### src/rtl/riscv_ctrl_pkg.sv
// Shared encodings for the multicycle RV32I control path: FSM states, opcodes,
// datapath select values and the instruction-class one-hot.
package riscv_ctrl_pkg;

    typedef enum logic [3:0] {
        S_FETCH    = 4'd0,
        S_DECODE   = 4'd1,
        S_MEMADR   = 4'd2,
        S_MEMREAD  = 4'd3,
        S_MEMWB    = 4'd4,
        S_MEMWRITE = 4'd5,
        S_EXECUTER = 4'd6,
        S_EXECUTEI = 4'd7,
        S_ALUWB    = 4'd8,
        S_BEQ      = 4'd9,
        S_JAL      = 4'd10
    } state_e;

    localparam logic [6:0] OP_LOAD   = 7'b0000011;
    localparam logic [6:0] OP_STORE  = 7'b0100011;
    localparam logic [6:0] OP_RTYPE  = 7'b0110011;
    localparam logic [6:0] OP_ITYPE  = 7'b0010011;
    localparam logic [6:0] OP_BRANCH = 7'b1100011;
    localparam logic [6:0] OP_JAL    = 7'b1101111;

    localparam logic [1:0] ALU_ADD   = 2'b00;
    localparam logic [1:0] ALU_SUB   = 2'b01;
    localparam logic [1:0] ALU_FUNCT = 2'b10;

    localparam logic [1:0] RES_ALUOUT = 2'b00;
    localparam logic [1:0] RES_MEM    = 2'b01;
    localparam logic [1:0] RES_ALU    = 2'b10;

    localparam logic [1:0] SRCA_PC    = 2'b00;
    localparam logic [1:0] SRCA_OLDPC = 2'b01;
    localparam logic [1:0] SRCA_RS1   = 2'b10;

    localparam logic [1:0] SRCB_RS2  = 2'b00;
    localparam logic [1:0] SRCB_IMM  = 2'b01;
    localparam logic [1:0] SRCB_FOUR = 2'b10;

    localparam logic [1:0] IMM_I = 2'b00;
    localparam logic [1:0] IMM_S = 2'b01;
    localparam logic [1:0] IMM_B = 2'b10;
    localparam logic [1:0] IMM_J = 2'b11;

    typedef struct packed {
        logic load;
        logic store;
        logic rtype;
        logic itype;
        logic branch;
        logic jal;
    } instr_class_t;

endpackage

### src/rtl/multicycle_ctrl_fsm_decoder.sv
// Combinational opcode decoder: immediate format select and instruction class.
module instr_type_decoder
    import riscv_ctrl_pkg::*;
(
    input  logic [6:0]   opcode_i,
    output logic [1:0]   imm_src_o,
    output instr_class_t class_o
);

    always_comb begin
        imm_src_o = IMM_I;
        class_o   = '0;
        case (opcode_i)
            OP_LOAD: begin
                imm_src_o     = IMM_I;
                class_o.load  = 1'b1;
            end
            OP_STORE: begin
                imm_src_o     = IMM_S;
                class_o.store = 1'b1;
            end
            OP_RTYPE: begin
                class_o.rtype = 1'b1;
            end
            OP_ITYPE: begin
                imm_src_o     = IMM_I;
                class_o.itype = 1'b1;
            end
            OP_BRANCH: begin
                imm_src_o      = IMM_B;
                class_o.branch = 1'b1;
            end
            OP_JAL: begin
                imm_src_o   = IMM_J;
                class_o.jal = 1'b1;
            end
            default: begin
                imm_src_o = IMM_I;
                class_o   = '0;
            end
        endcase
    end

endmodule

### src/rtl/multicycle_ctrl_fsm.sv
// Main multicycle RV32I control FSM: sequences the shared ALU, memory port and
// register-file write, stalls on mem_ready and counts retired instructions.
module multicycle_ctrl_fsm
    import riscv_ctrl_pkg::*;
#(
    parameter int unsigned CNT_W = 32
) (
    input  logic             clk,
    input  logic             reset_n,
    input  logic [6:0]       opcode,
    input  logic             zero,
    input  logic             mem_ready,
    output logic             mem_valid,
    output logic             Adr_src,
    output logic             Mem_write,
    output logic             IR_write,
    output logic             PC_write,
    output logic             Reg_write,
    output logic [1:0]       Result_src,
    output logic [1:0]       ALU_src_A,
    output logic [1:0]       ALU_src_B,
    output logic [1:0]       ALU_opcode,
    output logic [1:0]       Imm_src,
    output logic             illegal_instr,
    output logic [CNT_W-1:0] instr_retired
);

    state_e           state_q, state_d;
    logic [CNT_W-1:0] cnt_q, cnt_d;

    instr_class_t cls;
    logic [1:0]   imm_src;

    logic       mv, adr, mw, irw, rw, ill, pc_update, branch, retire;
    logic [1:0] res, src_a, src_b, alu_op;

    instr_type_decoder u_dec (
        .opcode_i  (opcode),
        .imm_src_o (imm_src),
        .class_o   (cls)
    );

    always_ff @(posedge clk or negedge reset_n) begin
        if (!reset_n) begin
            state_q <= S_FETCH;
            cnt_q   <= '0;
        end else begin
            state_q <= state_d;
            cnt_q   <= cnt_d;
        end
    end

    always_comb begin
        state_d   = state_q;
        mv        = 1'b0;
        adr       = 1'b0;
        mw        = 1'b0;
        irw       = 1'b0;
        rw        = 1'b0;
        ill       = 1'b0;
        pc_update = 1'b0;
        branch    = 1'b0;
        retire    = 1'b0;
        res       = RES_ALUOUT;
        src_a     = SRCA_PC;
        src_b     = SRCB_RS2;
        alu_op    = ALU_ADD;

        case (state_q)
            S_FETCH: begin
                mv    = 1'b1;
                res   = RES_ALU;
                src_a = SRCA_PC;
                src_b = SRCB_FOUR;
                if (mem_ready) begin
                    irw       = 1'b1;
                    pc_update = 1'b1;
                    state_d   = S_DECODE;
                end
            end
            S_DECODE: begin
                src_a = SRCA_OLDPC;
                src_b = SRCB_IMM;
                if (cls.load || cls.store) state_d = S_MEMADR;
                else if (cls.rtype)        state_d = S_EXECUTER;
                else if (cls.itype)        state_d = S_EXECUTEI;
                else if (cls.branch)       state_d = S_BEQ;
                else if (cls.jal)          state_d = S_JAL;
                else begin
                    ill     = 1'b1;
                    state_d = S_FETCH;
                end
            end
            S_MEMADR: begin
                src_a = SRCA_RS1;
                src_b = SRCB_IMM;
                if (cls.load)       state_d = S_MEMREAD;
                else if (cls.store) state_d = S_MEMWRITE;
                else                state_d = S_FETCH;
            end
            S_MEMREAD: begin
                mv  = 1'b1;
                adr = 1'b1;
                if (mem_ready) state_d = S_MEMWB;
            end
            S_MEMWB: begin
                res     = RES_MEM;
                rw      = 1'b1;
                retire  = 1'b1;
                state_d = S_FETCH;
            end
            S_MEMWRITE: begin
                mv  = 1'b1;
                adr = 1'b1;
                if (mem_ready) begin
                    mw      = 1'b1;
                    retire  = 1'b1;
                    state_d = S_FETCH;
                end
            end
            S_EXECUTER: begin
                src_a   = SRCA_RS1;
                src_b   = SRCB_RS2;
                alu_op  = ALU_FUNCT;
                state_d = S_ALUWB;
            end
            S_EXECUTEI: begin
                src_a   = SRCA_RS1;
                src_b   = SRCB_IMM;
                alu_op  = ALU_FUNCT;
                state_d = S_ALUWB;
            end
            S_ALUWB: begin
                rw      = 1'b1;
                retire  = 1'b1;
                state_d = S_FETCH;
            end
            S_JAL: begin
                src_a     = SRCA_OLDPC;
                src_b     = SRCB_FOUR;
                pc_update = 1'b1;
                state_d   = S_ALUWB;
            end
            S_BEQ: begin
                src_a   = SRCA_RS1;
                src_b   = SRCB_RS2;
                alu_op  = ALU_SUB;
                branch  = 1'b1;
                retire  = 1'b1;
                state_d = S_FETCH;
            end
            default: state_d = S_FETCH;
        endcase

        cnt_d = retire ? cnt_q + CNT_W'(1) : cnt_q;
    end

    // Reset is level-gated onto every output so an asynchronous reset kills
    // strobes immediately, not at the next clock edge.
    always_comb begin
        mem_valid     = reset_n & mv;
        Adr_src       = reset_n & adr;
        Mem_write     = reset_n & mw;
        IR_write      = reset_n & irw;
        PC_write      = reset_n & (pc_update | (branch & zero));
        Reg_write     = reset_n & rw;
        illegal_instr = reset_n & ill;
        Result_src    = reset_n ? res     : '0;
        ALU_src_A     = reset_n ? src_a   : '0;
        ALU_src_B     = reset_n ? src_b   : '0;
        ALU_opcode    = reset_n ? alu_op  : '0;
        Imm_src       = reset_n ? imm_src : '0;
    end

    assign instr_retired = cnt_q;

endmodule

### config.mk
export PLATFORM = sky130hd
export DESIGN_NAME = multicycle_ctrl_fsm
export DESIGN_NICKNAME = d
export VERILOG_FILES = /design/src/rtl/riscv_ctrl_pkg.sv /design/src/rtl/multicycle_ctrl_fsm_decoder.sv /design/src/rtl/multicycle_ctrl_fsm.sv
export SDC_FILE = /design/constraint.sdc
export NUM_CORES = 1
export LEC_CHECK = 0
export CORE_AREA = 2 2 70 72
export CTS_BUF_LIST = sky130_fd_sc_hd__clkbuf_16
export DETAILED_ROUTE_END_ITERATION = 6
export DIE_AREA = 0 0 72 74
export GPL_TIMING_DRIVEN = 0
export PLACE_DENSITY = 0.78
export SLEW_MARGIN = 20
export SYNTH_ARGS = -nofsm -noshare
export SYNTH_HDL_FRONTEND = slang
export SYNTH_HIERARCHICAL = 1
export SYNTH_SLANG_ARGS = --single-unit
### constraint.sdc
create_clock -name clk -period 2.1 [get_ports clk]
set_input_delay 0.42 -clock clk [delete_from_list [all_inputs] [get_ports clk]]
set_output_delay 0.42 -clock clk [all_outputs]
set_load 0.1 [all_outputs]
# == After elaboration in Yosys (flattened, before gate mapping) ==
# Cells that the tools add are included.
# classes
add_sub_neg,1
eq_ne,19
n_reduce_logical,13
bitwise,9
muxes,42
# op_table
op,count
"32-bit by 1-bit adder with 32-bit output, second input constant",1
4-bit 2-to-1 mux,8
4-bit case mux with 6 select lines,1
1-bit 2-to-1 mux,19
"4-bit by 3-bit == test with 1-bit output, second input constant",4
2-bit case mux with 2 select lines,4
"7-bit by 6-bit == test with 1-bit output, second input constant",2
"7-bit == test, second input constant",2
"4-bit == test, second input constant",3
3-bit OR reduction,4
2-bit 2-to-1 mux,5
2-bit OR reduction,5
1-bit bitwise AND,8
"4-bit by 2-bit == test with 1-bit output, second input constant",2
"7-bit by 2-bit == test with 1-bit output, second input constant",1
"7-bit by 5-bit == test with 1-bit output, second input constant",1
3-bit 2-to-1 mux,2
"2-bit inequality test, second input constant",3
2-bit case mux with 3 select lines,1
"4-bit by 1-bit == test with 1-bit output, second input constant",1
4-bit logical NOT,1
1-bit case mux with 2 select lines,2
4-bit OR reduction,1
3-bit AND reduction,1
2 further kinds,2
# word_totals
ff_bits,36
out_inout_bits,49
input_bits,11

# == Longest topological paths before layout ==
# Gate-level depths: netlist of the first run.
# depth
ltp_word,9
depth_mapped,7

# == By module ==
# The synthesis of the first run kept the hierarchy.
# modules_own_cells
mod,instances,area_per_inst_um2,cells_each,seq_area_each_um2
multicycle_ctrl_fsm,1,1996.9,207,900.9
instr_type_decoder,1,115.1,17,0.0

# == Least setup slack after synthesis of the first run ==
# OpenSTA, ideal clock, no wires.
# synth_timing
path_kind,input to output
startpoint,input opcode[1]
endpoint,output illegal_instr
path_slack_ns,-2.340
t_required_ns,1.680
arrival_time_ns,4.020
stages,5
cell_sequence,nand2_1 nor4_1 nor4_1 nand3_1 nor4_1
# synth_rtl
item,line,source
"start, declared",multicycle_ctrl_fsm.sv:10,"input logic [6:0] opcode,"
"end, declared",multicycle_ctrl_fsm.sv:24,"output logic illegal_instr,"

==> key figures, run 1 <==
Placed design
  – Post-DP HPWL: 3.60 mm
  – Dpl cells: 338
  – I/O Buffers: 59
  – Final GP Congestion: 0.786

STA
  – Setup Skew: 0.00456 ns
  – Final hold vios: 0
  – Max_slew headroom: 0.351
  – Final period utilization: 1.07
  – Worst Tran Pin Value: 0.977 ns
  – Slew Limit Fails: 0
  – Final Setup Violations: 1
  – Setup Total Neg Slack: -0.140 ns
  – Peak Freq: 446 MHz
  – Final Worst Setup Slack: -0.140 ns
  – RSZ-0062 raised after global routing: yes
  – Final min period: 2.24 ns

Clock network
  – Worst-Skew Late Latency: 0.28 ns
  – CTS tree: done
  – CTS Root Cell: clkbuf_16
  – Clk sinks: 36
  – Clock Pin Slew Worst Setup and Hold Paths: 0.06 ns
  – H-tree depth: 2
  – Total CTS buffers: 5
  – Clk buf depth: 2

Drt
  – Iteration count of the initial detailed-routing pass: 4
  – Routed Wire Length: 5.25 mm
  – Routed wire per std cell: 14.8 microns
  – Vias per cell: 5.48
  – Routed vias: 1950
  – # DRC: 0
  – Antenna Violating Nets Remaining: 0
  – First DRT Iteration DRCs: 54

Logic synthesis
  – Cell area after synthesis: 2110 sq um
  – Mapped Nets: 236
  – Yosys top cell by area: dfrtp_1
  – Synth Register Bits: 36
  – Distinct cells, synth: 41
  – Top post-synthesis cells by area: dfrtp_1 (43%), xnor2_1 (10%), xor2_1 (4.1%)
  – Yosys warns: 6
  – Post-Synthesis Cells: 224
  – Syn Area/Cell: 9.43 sq um
  – Area share of the largest cell type after synthesis: 0.427
  – Seq/Total Area, Yosys: 0.427

Die
  – I/O pin count: 60
  – Die W: 72 microns
  – Die ar.: 5330 sq um
  – # rows: 25
  – Die H: 74 microns
  – Initial core utilization: 0.459
  – CORE AREA: 4600 sq um

Status
  – Outcome: finished with violations
  – Failing checks: negative setup slack

Global routing
  – Largest net degree at the start of global routing: 27
  – Vias in the first global route: 1963
  – Total grt overflow: 0
  – First-pass GRT wire length: 8.76 mm
  – GRT Util Overall: 0.207
  – Initial antenna violation count: 0

Finish
  – Layout area overhead: 55.6%
  – Ratio of cells with drive above 1 in the final layout: 0.368
  – Non-filler instance count after layout: 356
  – Ant diodes: 0
  – Nets@finish: 313
  – Final core utilization: 0.715
  – # fillers: 358

Worst setup path
  – Element type at the critical path end: output port
  – Setup CP Type: input pin to output port
  – Worst setup SP type: input pin
  – Arr. time, crit path: 1.82 ns
  – CP Max Fanout: 5
  – CP Data Required Time: 1.68 ns

Power
  – VDD IR-drop max: 0.728 mV
  – Tot Pwr: 2.14 mW
  – PwrDens: 652 nW/um^2
  – Leak Pwr: 1.43 nW

Min path
  – Hold Crit Class: input pin to async pin

Flow run
  – Max-cap violations: 0
[area by class of cell]
cell class	count	area, sq um	area share
Multi-Input combinational cell	176	1360	0.415
Sequential cell	36	943	0.287
Timing Repair Buffer	70	681	0.207
Clock buffer	5	125	0.0381
Buffer	7	72.6	0.0221
Tap cell	54	67.6	0.0206
Inverter	5	18.8	0.00571
Clock inverter	3	15.0	0.00457
[state kept, by name (all words and copies together) (netlist names)]
name and cells:
instr_retired 32, state_q 4
[synthesized netlist by cell type (all sizes together)]
cell type / instances
or4b: 2
nand3: 17
dfrtp: 36
nor4b: 1
xnor2: 25
o22a: 1
or2: 2
o21a: 1
mux2i: 3
clkbuf: 5
nor2: 22
a221oi: 2
ha: 1
buf: 2
nand2b: 6
nand2: 17
and3: 7
and4: 4
nor3: 9
nand4b: 2
or3: 1
a22oi: 1
a21o: 1
o21ai: 4
xor2: 10
nor4: 6
a21oi: 6
and2: 4
inv: 5
o211ai: 1
nand4: 11
mux2: 1
nor2b: 5
nand3b: 1
a21boi: 2
[layer usage]
| layer | wire length (microns) | up-vias | global-route usage | part of all wire |
|---|---|---|---|---|
| met2 | 2760 | 44 | 0.364 | 0.53 |
| li1 | - | 953 | - | - |
| met3 | 199 | 6 | 0.0379 | 0.038 |
| met1 | 2230 | 947 | 0.258 | 0.42 |
| met5 | 0 | - | 0 | 0 |
| met4 | 68 | 0 | 0.0692 | 0.013 |
[per-stage QoR]
step | cell area, sq um | setup slack, ns | hold WS (ns)
finish | 3290 | -0.140 | 0.0168
detailed placement | 2980 | -1.47 | 0.403
global placement | 2960 | -2.59 | 0.460
global route | 3290 | -0.197 | 0.0362
CTS | 3180 | -0.188 | 0.0224
floorplan | 2300 | -0.394 | 0.124
[layout by cell type, fill, tap and decap left out, types with 2 or more instances in the layout]
cell              n
nor2_1           16
xor2_1           10
and3_1            7
inv_1             5
nand4_1          11
a221oi_1          2
and2_1            2
buf_4            13
nand2b_1          5
dfrtp_1          10
nor3_1            4
o21ai_0           4
buf_2             2
nor3_2            3
xnor2_1          25
nor2_4            5
dlygate4sd2_1    33
dfrtp_4           4
buf_6            12
nand2_2           2
clkbuf_8          3
a21oi_1           3
dfrtp_2          22
clkbuf_4          3
buf_8             2
nor4_4            5
clkdlybuf4s15_1   2
clkbuf_16         5
nor2b_1           3
and4_1            3
nand4b_1          2
a21oi_2           2
nand2_1          14
nand3_1          16
clkbuf_2          2
buf_12            3
nor3_4            2
mux2i_1           3
[cell families after synthesis]
family,after synthesis,synth area share
adders and majority gates,1,0.00592
xor gates and xnor gates,35,0.145
and+or+nand+nor,117,0.318
buffers and inverters,12,0.0255
DFF,36,0.427
AOI/OAI and AO/OA,19,0.0593
muxes,4,0.0195
[power by group]
| group | leakage [nW] | switching (mW) | internal (mW) |
|---|---|---|---|
| logic | 0.930 | 0.482 | 0.166 |
| registers | 0.436 | 0.0454 | 0.749 |
| clock network | 0.0687 | 0.271 | 0.430 |
| total | 1.43 | 0.798 | 1.35 |
[worst max-delay path, stage by stage]
cell	delay, ns
buf_6	0.11
or3_4	0.43
buf_6	0.14
nor4b_4	0.29
nor4_4	0.10
nand3_2	0.10
nor4_4	0.04
buf_6	0.20
[worst paths after layout]
kind	start	to	slack, ns	cells after the start
max	opcode[2]	illegal_instr	-0.14	8
min	reset_n	instr_retired[13]$_DFFE_PN0P_	0.02	1
max reg2reg	instr_retired[0]$_DFFE_PN0P_	instr_retired[29]$_DFFE_PN0P_	0.13	6
min reg2reg	instr_retired[31]$_DFFE_PN0P_	instr_retired[31]$_DFFE_PN0P_	0.46	1
max in group asynchronous	reset_n	instr_retired[0]$_DFFE_PN0P_	1.66	2
min in group clk	instr_retired[31]$_DFFE_PN0P_	instr_retired[31]$_DFFE_PN0P_	0.46	1
[timing repair]
item                       CTS  global route
gates resized for setup    175            34
setup endpoints to repair   57            18
gates cloned                 0             0
hold buffers                 0             0
pin swaps                    7             7
setup buffers                8             2
No activity file was read; power rests on OpenSTA's default activity.
==> run 2, diff against run 1 <==
--- a/config.mk
+++ b/config.mk
@@ -10,8 +10,9 @@
 export DETAILED_ROUTE_END_ITERATION = 6
 export DIE_AREA = 0 0 72 74
 export GPL_TIMING_DRIVEN = 0
+export MAX_ROUTING_LAYER = met4
 export PLACE_DENSITY = 0.78
-export SLEW_MARGIN = 20
+export SLEW_MARGIN = 25
 export SYNTH_ARGS = -nofsm -noshare
 export SYNTH_HDL_FRONTEND = slang
 export SYNTH_HIERARCHICAL = 1
==> run 2 against run 1 <==
Net effect: the flow still finishes with violations (negative setup slack); count of clock-buffer cells in the layout stayed put; worst setup slack hardly changed; clock skew decreased by 0.00080 ns; register-to-register slack is essentially flat; global-route usage rose by 0.64 points; utilization stayed put; critical path type unchanged; wire length increased by 0.17%; combinational power about the same; clock power is essentially flat; non-clock buffer count stayed put; die area unchanged; final area stayed put; critical endpoint unchanged.
==> key figures, run 2 (same netlist as run 1, synthesis figures left out) <==
Finish
  – Ant diodes: 0 (unchanged)
  – Non-filler instance count after layout: 356 (unchanged)
  – Final core utilization: 0.715 (unchanged)
  – Commonest non-fill, non-tap cells in the layout: dlygate4sd2_1 (33), xnor2_1 (25), dfrtp_2 (22), nor2_1 (16), nand3_1 (16) (unchanged)
  – Nets@finish: 313 (unchanged)
  – Number of flip-flops under the largest register name: 32 (unchanged)
  – Layout area overhead: 55.6% (unchanged)
  – Ratio of cells with drive above 1 in the final layout: 0.368 (unchanged)
  – Most common cell after layout, fill and taps aside: dlygate4sd2_1 (unchanged)
  – Final Instance Area: 3290 sq um (unchanged)

Placed design
  – Dpl cells: 338 (unchanged)
  – I/O Buffers: 59 (unchanged)
  – Setup WS pre-CTS: -1.47 ns (unchanged)
  – Final GP Congestion: 0.796 (was 0.786)
  – Placed cell areas: 2980 sq um (unchanged)
  – Post-DP HPWL: 3.60 mm (unchanged)

Worst setup path
  – Setup CP Type: input pin to output port (unchanged)
  – Slowest CP cell: or3_4 (unchanged)
  – CP Data Required Time: 1.68 ns (about the same)
  – CP Max Fanout: 5 (unchanged)
  – Arr. time, crit path: 1.82 ns (about the same)
  – Critical path's most frequent cell: buf_6 (unchanged)
  – Worst setup SP type: input pin (unchanged)
  – Critical Path, Cell by Cell: buf_6 -> or3_4 -> buf_6 -> nor4b_4 -> nor4_4 -> nand3_2 -> nor4_4 -> buf_6 (unchanged)
  – Slowest stage delay, CP: 0.43 ns (about the same)
  – Element type at the critical path end: output port (unchanged)

STA
  – Setup Total Neg Slack: -0.140 ns (about the same)
  – Final period utilization: 1.07 (about the same)
  – RSZ-0062 raised after global routing: yes (unchanged)
  – Peak Freq: 446 MHz (about the same)
  – Slew Limit Fails: 0 (unchanged)
  – Max_slew headroom: 0.350 (was 0.351)
  – Worst hold slack: 0.0188 ns (was 0.0168 ns)
  – Final min period: 2.24 ns (about the same)
  – Worst Tran Pin Value: 0.979 ns (was 0.977 ns)
  – Final Worst Setup Slack: -0.140 ns (about the same)
  – Setup Skew: 0.00376 ns (was 0.00456 ns)
  – Final Setup Violations: 1 (unchanged)
  – Final hold vios: 0 (unchanged)

Clock network
  – H-tree depth: 2 (unchanged)
  – Total CTS buffers: 5 (unchanged)
  – Clock Pin Slew Worst Setup and Hold Paths: 0.05 ns (was 0.06 ns)
  – CTS Root Cell: clkbuf_16 (unchanged)
  – CTS tree: done (unchanged)
  – Worst-Skew Late Latency: 0.28 ns (about the same)
  – Clk buf depth: 2 (unchanged)
  – Clk sinks: 36 (unchanged)

Power
  – PwrDens: 651 nW/um^2 (was 652 nW/um^2)
  – VDD IR-drop max: 0.727 mV (was 0.728 mV)
  – Tot Pwr: 2.14 mW (about the same)
  – Leak Pwr: 1.43 nW (unchanged)

Global routing
  – Total grt overflow: 0 (unchanged)
  – Initial antenna violation count: 0 (unchanged)
  – Largest net degree at the start of global routing: 27 (unchanged)
  – GRT Util Overall: 0.213 (was 0.207)
  – Vias in the first global route: 1967 (was 1963)
  – First-pass GRT wire length: 8.75 mm (was 8.76 mm)

Status
  – Outcome: finished with violations (unchanged)
  – Failing checks: negative setup slack (unchanged)

Flow run
  – Max-cap violations: 0 (unchanged)

Drt
  – WL met1: 2.26 mm (was 2.23 mm)
  – Iteration count of the initial detailed-routing pass: 4 (unchanged)
  – # DRC: 0 (unchanged)
  – Vias per cell: 5.48 (about the same)
  – DR top layer: met4 (unchanged)
  – Routed Wire Length: 5.26 mm (was 5.25 mm)
  – First DRT Iteration DRCs: 48 (was 54)
  – DR WL met3: 209 microns (was 199 microns)
  – Routed wire per std cell: 14.8 microns (about the same)
  – Total length of routed met2 wires: 2.73 mm (was 2.76 mm)
  – Antenna Violating Nets Remaining: 0 (unchanged)
  – Routed vias: 1951 (was 1950)

Die
  – Die W: 72 microns (unchanged)
  – I/O pin count: 60 (unchanged)
  – Initial core utilization: 0.459 (unchanged)
  – CORE AREA: 4600 sq um (unchanged)
  – Die ar.: 5330 sq um (unchanged)
  – # rows: 25 (unchanged)
  – Die H: 74 microns (unchanged)

Min path
  – Hold Crit Class: input pin to async pin (unchanged)
run 2: cell counts in the layout (fill, tap and decap cells not counted):
No cell type changed its count.
run 2: power by group:
| part | leakage, nW | switching [mW] | internal [mW] | total, mW |
|---|---|---|---|---|
| clock | 0.0687 | 0.267 | 0.430 | 0.698 |
| combinational | 0.930 | 0.482 | 0.166 | 0.648 |
| sequential | 0.436 | 0.0453 | 0.749 | 0.795 |
| total | 1.43 | 0.795 | 1.35 | 2.14 |
run 2: path summary, 6_finish.rpt:
path	startpoint	cells after the start	slack [ns]	endpoint
worst max-delay path	opcode[2]	8	-0.14	illegal_instr
worst min-delay path	reset_n	1	0.02	instr_retired[13]$_DFFE_PN0P_
worst max register to register	instr_retired[0]$_DFFE_PN0P_	6	0.13	instr_retired[29]$_DFFE_PN0P_
worst min register to register	instr_retired[31]$_DFFE_PN0P_	1	0.46	instr_retired[31]$_DFFE_PN0P_
max in group asynchronous	reset_n	2	1.65	instr_retired[0]$_DFFE_PN0P_
min in group clk	instr_retired[31]$_DFFE_PN0P_	1	0.46	instr_retired[31]$_DFFE_PN0P_
run 2: worst max-delay path: cells and delay by family:
kind	cells	cell delay, ns
buffers and inverters	3	0.45
and+or+nand+nor	5	0.96
run 2: per-layer routing:
| metal | vias up | global-route usage |
|---|---|---|
| li1 | 950 | - |
| met3 | 6 | 0.0352 |
| met1 | 941 | 0.258 |
| met2 | 54 | 0.365 |
| met5 | - | - |
| met4 | 0 | 0.0692 |
run 2: layout make-up:
type | count | area [sq um]
clock inverters | 3 | 15.0
fillers | 358 | 1310
inverters | 5 | 18.8
repair buffers | 70 | 681
well taps | 54 | 67.6
multi-input cells | 176 | 1360
clock buffers | 5 | 125
flip-flops and latches | 36 | 943
plain buffers | 7 | 72.6
run 2: timing repair:
| item | in CTS | in global routing |
|---|---|---|
| endpoints found under the setup margin | 57 | 18 |
| pin swaps | 7 | 7 |
| hold buffers | 0 | 0 |
| setup buffers | 8 | 2 |
| resized for setup | 175 | 34 |
==> run 3, diff against run 2 <==
--- a/config.mk
+++ b/config.mk
@@ -5,13 +5,14 @@
 export SDC_FILE = /design/constraint.sdc
 export NUM_CORES = 1
 export LEC_CHECK = 0
-export CORE_AREA = 2 2 70 72
+export ABC_AREA = 1
+export CORE_AREA = 2 2 73 75
 export CTS_BUF_LIST = sky130_fd_sc_hd__clkbuf_16
 export DETAILED_ROUTE_END_ITERATION = 6
-export DIE_AREA = 0 0 72 74
+export DIE_AREA = 0 0 75 77
 export GPL_TIMING_DRIVEN = 0
 export MAX_ROUTING_LAYER = met4
-export PLACE_DENSITY = 0.78
+export PLACE_DENSITY = 0.79
 export SLEW_MARGIN = 25
 export SYNTH_ARGS = -nofsm -noshare
 export SYNTH_HDL_FRONTEND = slang
==> run 3 against run 2 <==
Net effect: the flow now finishes without violations; final area rose by 5.1%; utilization shrank 2.1 points; clock skew rose by 0.00077 ns; largest cell class unchanged; non-clock buffer count shrank 2; maximum frequency grew 7.1%; sequential power barely moved; wire length is 20% higher.
==> key figures, run 3 <==
Status
  – Outcome: complete, no violations (was finished with violations)

STA
  – Max_slew headroom: 0.353 (was 0.350)
  – Setup Total Neg Slack: 0 ns (was -0.140 ns)
  – Final hold vios: 0 (unchanged)
  – Final min period: 2.09 ns (was 2.24 ns)
  – Worst Tran Pin Value: 0.974 ns (was 0.979 ns)
  – RSZ-0062 raised after global routing: yes (unchanged)
  – Final period utilization: 0.996 (was 1.07)
  – Slew Limit Fails: 0 (unchanged)
  – Final Setup Violations: 0 (was 1)
  – Setup Skew: 0.00453 ns (was 0.00376 ns)
  – Peak Freq: 478 MHz (was 446 MHz)

Finish
  – Layout area overhead: 42.9% (was 55.6%)
  – Final Instance Area: 3450 sq um (was 3290 sq um)
  – Ant diodes: 0 (unchanged)
  – Nets@finish: 456 (was 313)
  – # fillers: 443 (was 358)
  – Ratio of cells with drive above 1 in the final layout: 0.196 (was 0.368)
  – Commonest non-fill, non-tap cells in the layout: nand2_1 (98), inv_1 (57), nor2_1 (46), dfrtp_1 (32), dlygate4sd2_1 (32) (was dlygate4sd2_1 (33), xnor2_1 (25), dfrtp_2 (22), nor2_1 (16), nand3_1 (16))
  – Most common cell after layout, fill and taps aside: nand2_1 (was dlygate4sd2_1)
  – Number of flip-flops under the largest register name: 32 (unchanged)

Placed design
  – Post-DP HPWL: 4.66 mm (was 3.60 mm)
  – Final GP Congestion: 0.925 (was 0.796)
  – Placed cell areas: 3180 sq um (was 2980 sq um)
  – I/O Buffers: 59 (unchanged)

Global routing
  – GRT Util Overall: 0.234 (was 0.213)
  – Initial antenna violation count: 0 (unchanged)
  – Largest net degree at the start of global routing: 26 (was 27)
  – Vias in the first global route: 2393 (was 1967)
  – First-pass GRT wire length: 10.5 mm (was 8.75 mm)
  – Total grt overflow: 0 (unchanged)

Die
  – Initial core utilization: 0.486 (was 0.459)
  – Die H: 77 microns (was 74 microns)
  – CORE AREA: 4980 sq um (was 4600 sq um)
  – # rows: 26 (was 25)
  – Die ar.: 5780 sq um (was 5330 sq um)
  – I/O pin count: 60 (unchanged)
  – Die W: 75 microns (was 72 microns)

Logic synthesis
  – Mapped Nets: 379 (was 236)
  – Post-Synthesis Cells: 367 (was 224)
  – Top post-synthesis cells by area: dfrtp_1 (37%), nand2_1 (16%), inv_1 (9.5%) (was dfrtp_1 (43%), xnor2_1 (10%), xor2_1 (4.1%))
  – Area share of the largest cell type after synthesis: 0.373 (was 0.427)
  – Syn Area/Cell: 6.59 sq um (was 9.43 sq um)
  – Synth Register Bits: 36 (unchanged)
  – Ys async rst share: 1.00 (unchanged)
  – Yosys warns: 6 (unchanged)
  – Yosys top cell by area: dfrtp_1 (unchanged)
  – Number of flops mapped to enable cells by yosys: 0 (unchanged)
  – Cell area after synthesis: 2420 sq um (was 2110 sq um)
  – Seq/Total Area, Yosys: 0.373 (was 0.427)
  – Ys flop type: dfrtp_1 (unchanged)
  – Synth top cells by count: nand2_1 (105), inv_1 (61), nor2_1 (53) (was dfrtp_1 (36), xnor2_1 (25), nor2_1 (22))
  – Most frequent cell after synthesis: nand2_1 (was dfrtp_1)
  – Distinct cells, synth: 27 (was 41)

Power
  – Net Switching: 1.21 mW (was 0.795 mW)
  – VDD IR-drop max: 0.495 mV (was 0.727 mV)
  – Clock power share: 0.261 (was 0.326)
  – Seq pwr share: 0.295 (was 0.371)
  – PwrDens: 783 nW/um^2 (was 651 nW/um^2)
  – Power share of the combinational group: 0.444 (was 0.303)
  – Switching Fraction: 0.449 (was 0.371)
  – P_int: 1.49 mW (was 1.35 mW)
  – Leak Pwr: 1.78 nW (was 1.43 nW)

Worst setup path
  – Worst setup SP type: flip-flop (was input pin)
  – Slowest stage delay, CP: 0.44 ns (was 0.43 ns)
  – CP Max Fanout: 5 (unchanged)
  – Reg2Reg Capture Point: instr_retired[20]$_DFFE_PN0P_ (was instr_retired[29]$_DFFE_PN0P_)
  – Critical Path, Cell by Cell: inv_1 -> nand2_2 -> nor3_2 -> inv_2 -> a31oi_2 -> buf_6 (was buf_6 -> or3_4 -> buf_6 -> nor4b_4 -> nor4_4 -> nand3_2 -> nor4_4 -> buf_6)
  – R2r startpoint: instr_retired[1]$_DFFE_PN0P_ (was instr_retired[0]$_DFFE_PN0P_)
  – CP Data Required Time: 1.68 ns (about the same)
  – R2R Setup Slk: 0.42 ns (was 0.13 ns)
  – Slowest CP cell: dfrtp_2 (was or3_4)
  – R2R depth: 8 (was 6)
  – Element type at the critical path end: output port (unchanged)
  – Crit path to: PC_write (was illegal_instr)
  – Crit path from: state_q[2]$_DFFE_PN0P_ (was opcode[2])
  – Setup CP Type: flip-flop to output port (was input pin to output port)
  – Arr. time, crit path: 1.67 ns (was 1.82 ns)

Clock network
  – H-tree depth: 2 (unchanged)
  – Worst-Skew Late Latency: 0.28 ns (about the same)
  – CTS tree: done (unchanged)
  – Clk sinks: 36 (unchanged)
  – Total CTS buffers: 5 (unchanged)
  – CTS Root Cell: clkbuf_16 (unchanged)
  – Clk buf depth: 2 (unchanged)
  – Clock Pin Slew Worst Setup and Hold Paths: 0.05 ns (about the same)

Flow run
  – Max-cap violations: 0 (unchanged)

Drt
  – Routed vias: 2583 (was 1951)
  – Antenna Violating Nets Remaining: 0 (unchanged)
  – First DRT Iteration DRCs: 106 (was 48)
  – Routed wire per std cell: 12.3 microns (was 14.8 microns)
  – # DRC: 0 (unchanged)
  – Vias per cell: 5.02 (was 5.48)
  – Iteration count of the initial detailed-routing pass: 4 (unchanged)
  – Routed Wire Length: 6.33 mm (was 5.26 mm)

Min path
  – Hold Crit Class: input pin to async pin (unchanged)
==> run 3: power by group through the flow <==
stage               Combinational (mW)  Clock [mW]  Sequential [mW]
global placement                  1.06           0            0.805
CTS                               1.08       0.717            0.797
detailed placement                1.08           0            0.810
floorplan                        0.594           0             1.03
global route                      1.27       0.754            0.803
finish                            1.20       0.707            0.798
==> run 3: logic make-up (layout without fill, tap and decap cells) <==
logic type               count (synthesis)  in the layout  synth area share
buffers and inverters                   71            149             0.119
flip-flops                              36             36             0.373
AO/OA/AOI/OAI                           23             23            0.0580
adder cells (fa/ha/maj)                  1              1           0.00518
AND/OR/NAND/NOR                        220            220             0.388
XOR/XNOR                                16             16            0.0580
==> run 3: routing by layer <==
layer,share of wire,vias up,track usage
met5,0,-,-
met4,0.011,0,0.0732
met3,0.043,5,0.0407
met2,0.50,63,0.377
met1,0.44,1206,0.295
li1,-,1309,-
==> run 3: worst min path at each step <==
stage / from / endpoint / slack (ns) / depth (start not counted)
floorplan: reset_n / instr_retired[0]$_DFFE_PN0P_ / 0.12 / 0
global placement: instr_retired[31]$_DFFE_PN0P_ / instr_retired[31]$_DFFE_PN0P_ / 0.49 / 2
detailed placement: reset_n / instr_retired[5]$_DFFE_PN0P_ / 0.38 / 1
CTS: reset_n / instr_retired[28]$_DFFE_PN0P_ / 0.05 / 2
global route: reset_n / instr_retired[16]$_DFFE_PN0P_ / 0.06 / 2
finish: reset_n / instr_retired[4]$_DFFE_PN0P_ / 0.05 / 2
==> run 3: critical path, delay by kind of cell (launching register included) <==
kind | cells | cell delay, ns
DFF | 1 | 0.44
buffers and inverters | 3 | 0.42
and+or+nand+nor | 2 | 0.35
AOI/OAI and AO/OA | 1 | 0.18
==> run 3: repair_timing <==
action | CTS | global route
hold endpoints to repair | 16 | 0
buffers inserted | 1 | 8
pin swaps | 2 | 7
setup endpoints to repair | 49 | 13
resized for setup | 150 | 33
hold buffers | 1 | 0
==> run 3: per-stage QoR <==
stage | std cells | setup slack, ns | util | hold slack, ns | total power [mW]
after CTS | 507 | -0.148 | 0.664 | 0.0533 | 2.59
after global routing | 515 | -0.0593 | 0.694 | 0.0580 | 2.82
final | 515 | 0.00764 | 0.694 | 0.0537 | 2.71
after global placement | 496 | -2.58 | 0.634 | 0.489 | 1.87
after floorplan | 367 | -0.375 | - | 0.124 | 1.62
after detailed placement | 497 | -1.32 | 0.639 | 0.378 | 1.89
==> run 3: layout make-up <==
class,count,area (sq um),share of cell area
multi-input cells,260,1350,0.391
flip-flops and latches,36,906,0.262
repair buffers,70,682,0.197
inverters,66,250,0.0724
clock buffers,5,125,0.0362
well taps,70,87.6,0.0254
plain buffers,5,40.0,0.0116
clock inverters,3,13.8,0.00398
